### config.mk
export PLATFORM = sky130hd
export DESIGN_NAME = step_sequencer
export DESIGN_NICKNAME = d
export VERILOG_FILES = /design/src/rtl/step_sequencer.sv
export SDC_FILE = /design/constraint.sdc
export NUM_CORES = 1
export LEC_CHECK = 0
export ABC_AREA = 0
export BUFFER_PORTS_ARGS = -buffer_cell sky130_fd_sc_hd__buf_2
export CORE_MARGIN = 1.5
export CORE_UTILIZATION = 48
export DETAILED_ROUTE_END_ITERATION = 6
export HOLD_SLACK_MARGIN = 0.12
export PLACE_DENSITY = 0.86
export SYNTH_ARGS = -nofsm -noshare
export SYNTH_HDL_FRONTEND = slang
export SYNTH_SLANG_ARGS = --single-unit
### constraint.sdc
create_clock -name clock -period 4.9 [get_ports clock]
set_input_delay 1.225 -clock clock [delete_from_list [all_inputs] [get_ports clock]]
set_output_delay 1.225 -clock clock [all_outputs]
set_load 0.02 [all_outputs]
### src/rtl/step_sequencer.sv
`default_nettype none
// ============================================================================
//  Module   : step_sequencer
//  Purpose  : Control-step FSM for the datapath. Runs fetch (T0-T2) with a
//             memory-read handshake and timeout, then an opcode-dependent
//             execute sequence (T3-T6). HALT and FAULT are sticky until reset.
//  Options  : define STEP_TRACE_EN to add trace_state and instr_count outputs.
//  Revision : 1.0  initial release
// ============================================================================
module step_sequencer #(
  parameter int DATA_W     = 32,
  parameter int REG_ADDR_W = 4,
  parameter int ALU_OP_W   = 4,
  parameter int SEL_W      = 5,
  parameter int TIMEOUT    = 15
) (
  input  logic                  clock,
  input  logic                  clear,
  input  logic                  run,
  input  logic [DATA_W-1:0]     ir,
  input  logic                  mem_ack,
  output logic                  mem_req,
  output logic                  e_PC,
  output logic                  e_IR,
  output logic                  e_Y,
  output logic                  e_Z,
  output logic                  e_HI,
  output logic                  e_LO,
  output logic                  e_MDR,
  output logic                  e_MAR,
  output logic                  e_GP,
  output logic                  incPC,
  output logic                  MDR_read,
  output logic [SEL_W-1:0]      BusDataSelect,
  output logic [REG_ADDR_W-1:0] GP_addr,
  output logic [ALU_OP_W-1:0]   ALU_op,
  output logic                  instr_done,
  output logic                  halted,
  output logic                  fault
`ifdef STEP_TRACE_EN
  ,
  output logic [3:0]            trace_state,
  output logic [15:0]           instr_count
`endif
);

  localparam int CNT_W = $clog2(TIMEOUT + 1);

  localparam logic [CNT_W-1:0] c_CNT_MAX  = CNT_W'(TIMEOUT);
  localparam logic [SEL_W-1:0] c_SEL_ZHI  = SEL_W'(18);
  localparam logic [SEL_W-1:0] c_SEL_ZLO  = SEL_W'(19);
  localparam logic [SEL_W-1:0] c_SEL_PC   = SEL_W'(20);
  localparam logic [SEL_W-1:0] c_SEL_MDR  = SEL_W'(21);
  localparam logic [SEL_W-1:0] c_SEL_IMM  = SEL_W'(22);

  typedef enum logic [3:0] {
    S_IDLE  = 4'd0,
    S_T0    = 4'd1,
    S_T1    = 4'd2,
    S_T2    = 4'd3,
    S_T3    = 4'd4,
    S_T4    = 4'd5,
    S_T5    = 4'd6,
    S_T6    = 4'd7,
    S_HALT  = 4'd8,
    S_FAULT = 4'd9
  } state_e;

  state_e           state_q, state_d;
  logic [CNT_W-1:0] cnt_q, cnt_d;

  // Instruction fields; only meaningful from T3 on, once IR has been loaded.
  logic [4:0] w_op;
  logic [3:0] w_ra, w_rb, w_rc;
  logic       w_unused_ir;

  assign w_op        = ir[31:27];
  assign w_ra        = ir[26:23];
  assign w_rb        = ir[22:19];
  assign w_rc        = ir[18:15];
  assign w_unused_ir = ^ir;

  // State register and T1 wait counter; reset abandons any instruction in flight.
  always_ff @(posedge clock or negedge clear) begin
    if (!clear) begin
      state_q <= S_IDLE;
      cnt_q   <= '0;
    end else begin
      state_q <= state_d;
      cnt_q   <= cnt_d;
    end
  end

  // Next-state and control-line decode from the registered step and IR.
  always_comb begin
    state_d       = state_q;
    cnt_d         = cnt_q;
    mem_req       = 1'b0;
    e_PC          = 1'b0;
    e_IR          = 1'b0;
    e_Y           = 1'b0;
    e_Z           = 1'b0;
    e_HI          = 1'b0;
    e_LO          = 1'b0;
    e_MDR         = 1'b0;
    e_MAR         = 1'b0;
    e_GP          = 1'b0;
    incPC         = 1'b0;
    MDR_read      = 1'b0;
    BusDataSelect = '0;
    GP_addr       = '0;
    ALU_op        = '0;
    instr_done    = 1'b0;
    halted        = 1'b0;
    fault         = 1'b0;

    case (state_q)
      S_IDLE: begin
        if (run) state_d = S_T0;
      end
      S_T0: begin
        BusDataSelect = c_SEL_PC;
        e_MAR         = 1'b1;
        incPC         = 1'b1;
        e_Z           = 1'b1;
        cnt_d         = '0;
        state_d       = S_T1;
      end
      S_T1: begin
        mem_req = 1'b1;
        // PC picks up PC+1 from Zlo only on the first wait cycle.
        if (cnt_q == '0) begin
          BusDataSelect = c_SEL_ZLO;
          e_PC          = 1'b1;
        end
        if (mem_ack) begin
          MDR_read = 1'b1;
          e_MDR    = 1'b1;
          cnt_d    = '0;
          state_d  = S_T2;
        end else begin
          cnt_d = cnt_q + CNT_W'(1);
          if (cnt_d == c_CNT_MAX) state_d = S_FAULT;
        end
      end
      S_T2: begin
        BusDataSelect = c_SEL_MDR;
        e_IR          = 1'b1;
        state_d       = S_T3;
      end
      S_T3: begin
        if (w_op <= 5'd10 || w_op == 5'd15) begin
          BusDataSelect = SEL_W'(w_rb);
          e_Y           = 1'b1;
          state_d       = S_T4;
        end else if (w_op <= 5'd12) begin
          BusDataSelect = SEL_W'(w_rb);
          ALU_op        = ALU_OP_W'(w_op[3:0]);
          e_Z           = 1'b1;
          state_d       = S_T4;
        end else if (w_op <= 5'd14) begin
          BusDataSelect = SEL_W'(w_ra);
          e_Y           = 1'b1;
          state_d       = S_T4;
        end else if (w_op == 5'd31) begin
          state_d = S_HALT;
        end else begin
          state_d = S_FAULT;
        end
      end
      S_T4: begin
        if (w_op <= 5'd10) begin
          BusDataSelect = SEL_W'(w_rc);
          ALU_op        = ALU_OP_W'(w_op[3:0]);
          e_Z           = 1'b1;
          state_d       = S_T5;
        end else if (w_op <= 5'd12) begin
          BusDataSelect = c_SEL_ZLO;
          GP_addr       = REG_ADDR_W'(w_ra);
          e_GP          = 1'b1;
          instr_done    = 1'b1;
        end else if (w_op <= 5'd14) begin
          BusDataSelect = SEL_W'(w_rb);
          ALU_op        = ALU_OP_W'(w_op[3:0]);
          e_Z           = 1'b1;
          state_d       = S_T5;
        end else if (w_op == 5'd15) begin
          BusDataSelect = c_SEL_IMM;
          e_Z           = 1'b1;
          state_d       = S_T5;
        end else begin
          state_d = S_FAULT;
        end
      end
      S_T5: begin
        BusDataSelect = c_SEL_ZLO;
        if (w_op == 5'd13 || w_op == 5'd14) begin
          e_LO    = 1'b1;
          state_d = S_T6;
        end else begin
          GP_addr    = REG_ADDR_W'(w_ra);
          e_GP       = 1'b1;
          instr_done = 1'b1;
        end
      end
      S_T6: begin
        BusDataSelect = c_SEL_ZHI;
        e_HI          = 1'b1;
        instr_done    = 1'b1;
      end
      S_HALT: begin
        halted = 1'b1;
      end
      S_FAULT: begin
        fault = 1'b1;
      end
      default: begin
        state_d = S_IDLE;
      end
    endcase

    // run is only consulted at instruction boundaries, never mid-instruction.
    if (instr_done) state_d = run ? S_T0 : S_IDLE;
  end

`ifdef STEP_TRACE_EN
  logic [15:0] instr_count_q;

  // Retired-instruction counter, wraps naturally at 16 bits.
  always_ff @(posedge clock or negedge clear) begin
    if (!clear) instr_count_q <= '0;
    else if (instr_done) instr_count_q <= instr_count_q + 16'd1;
  end

  assign trace_state = state_q;
  assign instr_count = instr_count_q;
`endif

endmodule
`default_nettype wire

==> metrics.md <==
| Metric | Value |
|---|---|
| Ranking of synthesized cells by area | `dfrtp_1, and2_1, nand2_1` |
| Count of final setup violators | `0` |
| M1 GR Usage | `28.7%` |
| Relative slew margins | `62.8%` |
| Total grt overflow | `0` |
| CP Launch Type | `input port` |
| # IOs | `64` |
| Post-synthesis compound-gate area fraction | `32.5%` |
| Final Hold Fails | `0` |
| Vias in the first global route | `1248` |
| Core Area | `2230 µm²` |
| YS warnings | `0` |
| Max frequency | `244 MHz` |
| Status | `finished clean` |
| Fin crit period | `4.10 ns` |
| CTS Sinks | `8` |
| Seq cells post-synth | `8` |
| Number of port buffers | `48` |
| Clock Skew | `0.00918 ns` |
| Hold path start | `cnt_q[3]` |
| Diodes inserted | `0` |
| Overall Global Routing Usage | `24.6%` |
| Clk buf depth | `2` |
| Place WS | `0.853 ns` |
| Hold-fix buffers at CTS | `0` |
| Post-Synth Adder-Cell Area | `4.13%` |
| Most numerous cell in the Yosys netlist | `nand2_1` |
| Post-synthesis xor/xnor area fraction | `1.52%` |
| PD cells | `532 nW/µm²` |
| DR DRC count | `0` |
| Critical setup path kind | `in2out` |
| Via count | `1348` |
| # resized after CTS | `0` |
| Cell Rows | `17` |
| Slack of the critical path | `0.797 ns` |
| Num CTS Buffers | `3` |
| Area Overhead vs Synth | `18.9%` |
| Post-synth cell types | `58` |
| Post-CTS Setup Repair Bufs | `0` |
| Hold Crit Class | `reg2reg` |
| Met3 usage | `2.30%` |
| Maxcap violations | `0` |
| Top FF cell, synth | `dfrtp_1` |
| Yosys top cell area share | `17.4%` |
| Hold Crit Depth | `1` |
| Crit. End Element | `primary output` |
| Share of cells above drive strength 1 | `31.8%` |
| Drt via density | `6.04` |
| Fillers | `209` |
| Die Span X | `52.0 µm` |
| Dpl hpwl | `2390 µm` |
| GR peak layer | `met2` |
| Asr flop ratio synth | `100%` |
| Avg WL per Cell | `14.3 µm` |
| Post-Syn Area per Cell | `7.47 µm²` |
| Hold Crit Endpoint | `cnt_q[3]` |
| Yosys top cell by area | `dfrtp_1` |
| Worst reg2reg path startpoint | `state_q[1]` |
| Synth Cell Area | `1150 µm²` |
| Antenna Violating Nets Remaining | `0` |
| Pin count of the biggest net entering global routing | `17` |
| Critical path data arrival time | `2.88 ns` |
| Final setup TNS | `0 ns` |
| Reg-to-Reg End | `state_q[0]` |
| Routability-driven placement congestion ratio | `0.881` |
| Initial DRC count | `52` |
| Static Leakage | `0.000659 µW` |
| First-pass GRT wire length | `5210 µm` |
| Syn Inst Count | `154` |
| GR met2 Demand/Resource | `46.4%` |
| Sequential element share of the synthesized area | `17.4%` |
| Max Slew Vio Count | `0` |
| Die Y | `52.0 µm` |
| Starting Density | `51.5%` |
| Post-synth EDFFs | `0` |
| TritonRoute pass-1 iters | `4` |
| CP required | `3.67 ns` |
| Commonest cells post-synth | `nand2_1, and2_1, o21ai_0` |
| Worst skew pair latency | `0.25 ns` |
| Synth Area in Simple Gates | `32.4%` |
| TritonCTS clock tree | `done` |
| CP max FO | `12` |
| Slew at the pin closest to its max-slew limit | `0.555 ns` |
| Root Buffer | `clkbuf_4` |
| Worst R2R Path Depth | `5` |
| Post-synth net total | `193` |
| RSZ-0062 raised after global routing | `no` |
| H-tree levels | `1` |
| Antenna violations before repair | `0` |
| Reg-to-reg slack, setup | `2.90 ns` |
| Total Routed Length | `3200 µm` |
| Mux contribution to synthesized area | `1.85%` |
| Clock-pin slew on the worst setup and hold paths | `0.05 ns` |
| Die area | `2700 µm²` |
| Main combinational cell family by area after synthesis | `compound AO/OA/AOI/OAI gates` |
| Fin crit share | `83.7%` |
| Final total power | `728 µW` |
| Nets | `236` |
| Peak VDD IR | `0.366 mV` |
==> worst max path at each step <==
stage	from	end	slack (ns)
6_report	ir[28]	ALU_op[3]	0.80
3_5_place_dp	ir[28]	ALU_op[0]	0.85
4_1_cts	ir[28]	ALU_op[0]	0.84
3_3_place_gp	ir[28]	ALU_op[0]	0.90
2_1_floorplan	ir[29]	GP_addr[0]	1.15
5_1_grt	ir[28]	ALU_op[1]	0.71
==> final cells by class <==
class,instances,area [µm²],share of cell area [%]
clock buffers,3,22.5,1.65
inverters,10,37.5,2.74
multi-input cells,126,833,60.9
flip-flops and latches,8,200,14.6
well taps,28,35.0,2.56
repair buffers,48,240,17.6
==> worst max-delay path: stages <==
cell and delay [ns]:
buf_2 0.17, xnor2_1 0.18, nor3_2 0.49, o21ai_1 0.17, a211oi_2 0.32, and2_1 0.17, buf_2 0.16
==> metal layers <==
metal / share of wire [%] / wire length (µm)
met1: 42 / 1340
met2: 49 / 1570
met3: 8.8 / 282
met4: 0.34 / 11
met5: 0 / 0
==> through the flow <==
step                instances  util [%]  area [µm²]  hold slack [ns]
floorplan                 154         -        1150            0.506
global placement          220      60.3        1350            0.542
detailed placement        220      60.3        1350            0.545
CTS                       223      61.3        1370            0.558
global route              223      61.3        1370            0.586
finish                    223      61.3        1370            0.559
==> cells in the final DEF, fill, tap and decap left out, types with 4 or more instances in the layout <==
cell and count:
buf_2 48, nand2_1 17, and2_1 12, o21ai_0 11, inv_1 10, nor2_1 8
dfrtp_1 8, a21oi_1 6, nand2b_1 4, nor3_1 4, nand3_1 4
==> logic make-up after synthesis <==
family | Yosys count
flip-flops | 8
AO/OA/AOI/OAI | 52
adder cells (fa/ha/maj) | 4
buffers and inverters | 20
multiplexers | 2
XOR/XNOR | 2
AND/OR/NAND/NOR | 66
==> power breakdown <==
part | total (µW) | switching, µW | internal [µW]
clock network | 49.6 | 21.6 | 28.0
registers | 171 | 83.2 | 88.1
logic | 507 | 313 | 194
total | 728 | 418 | 310
==> registers in the layout, indices dropped and copies added (netlist names) <==
| signal | flops |
|---|---|
| cnt_q | 4 |
| state_q | 4 |
Power figures use the tool's default switching activity.
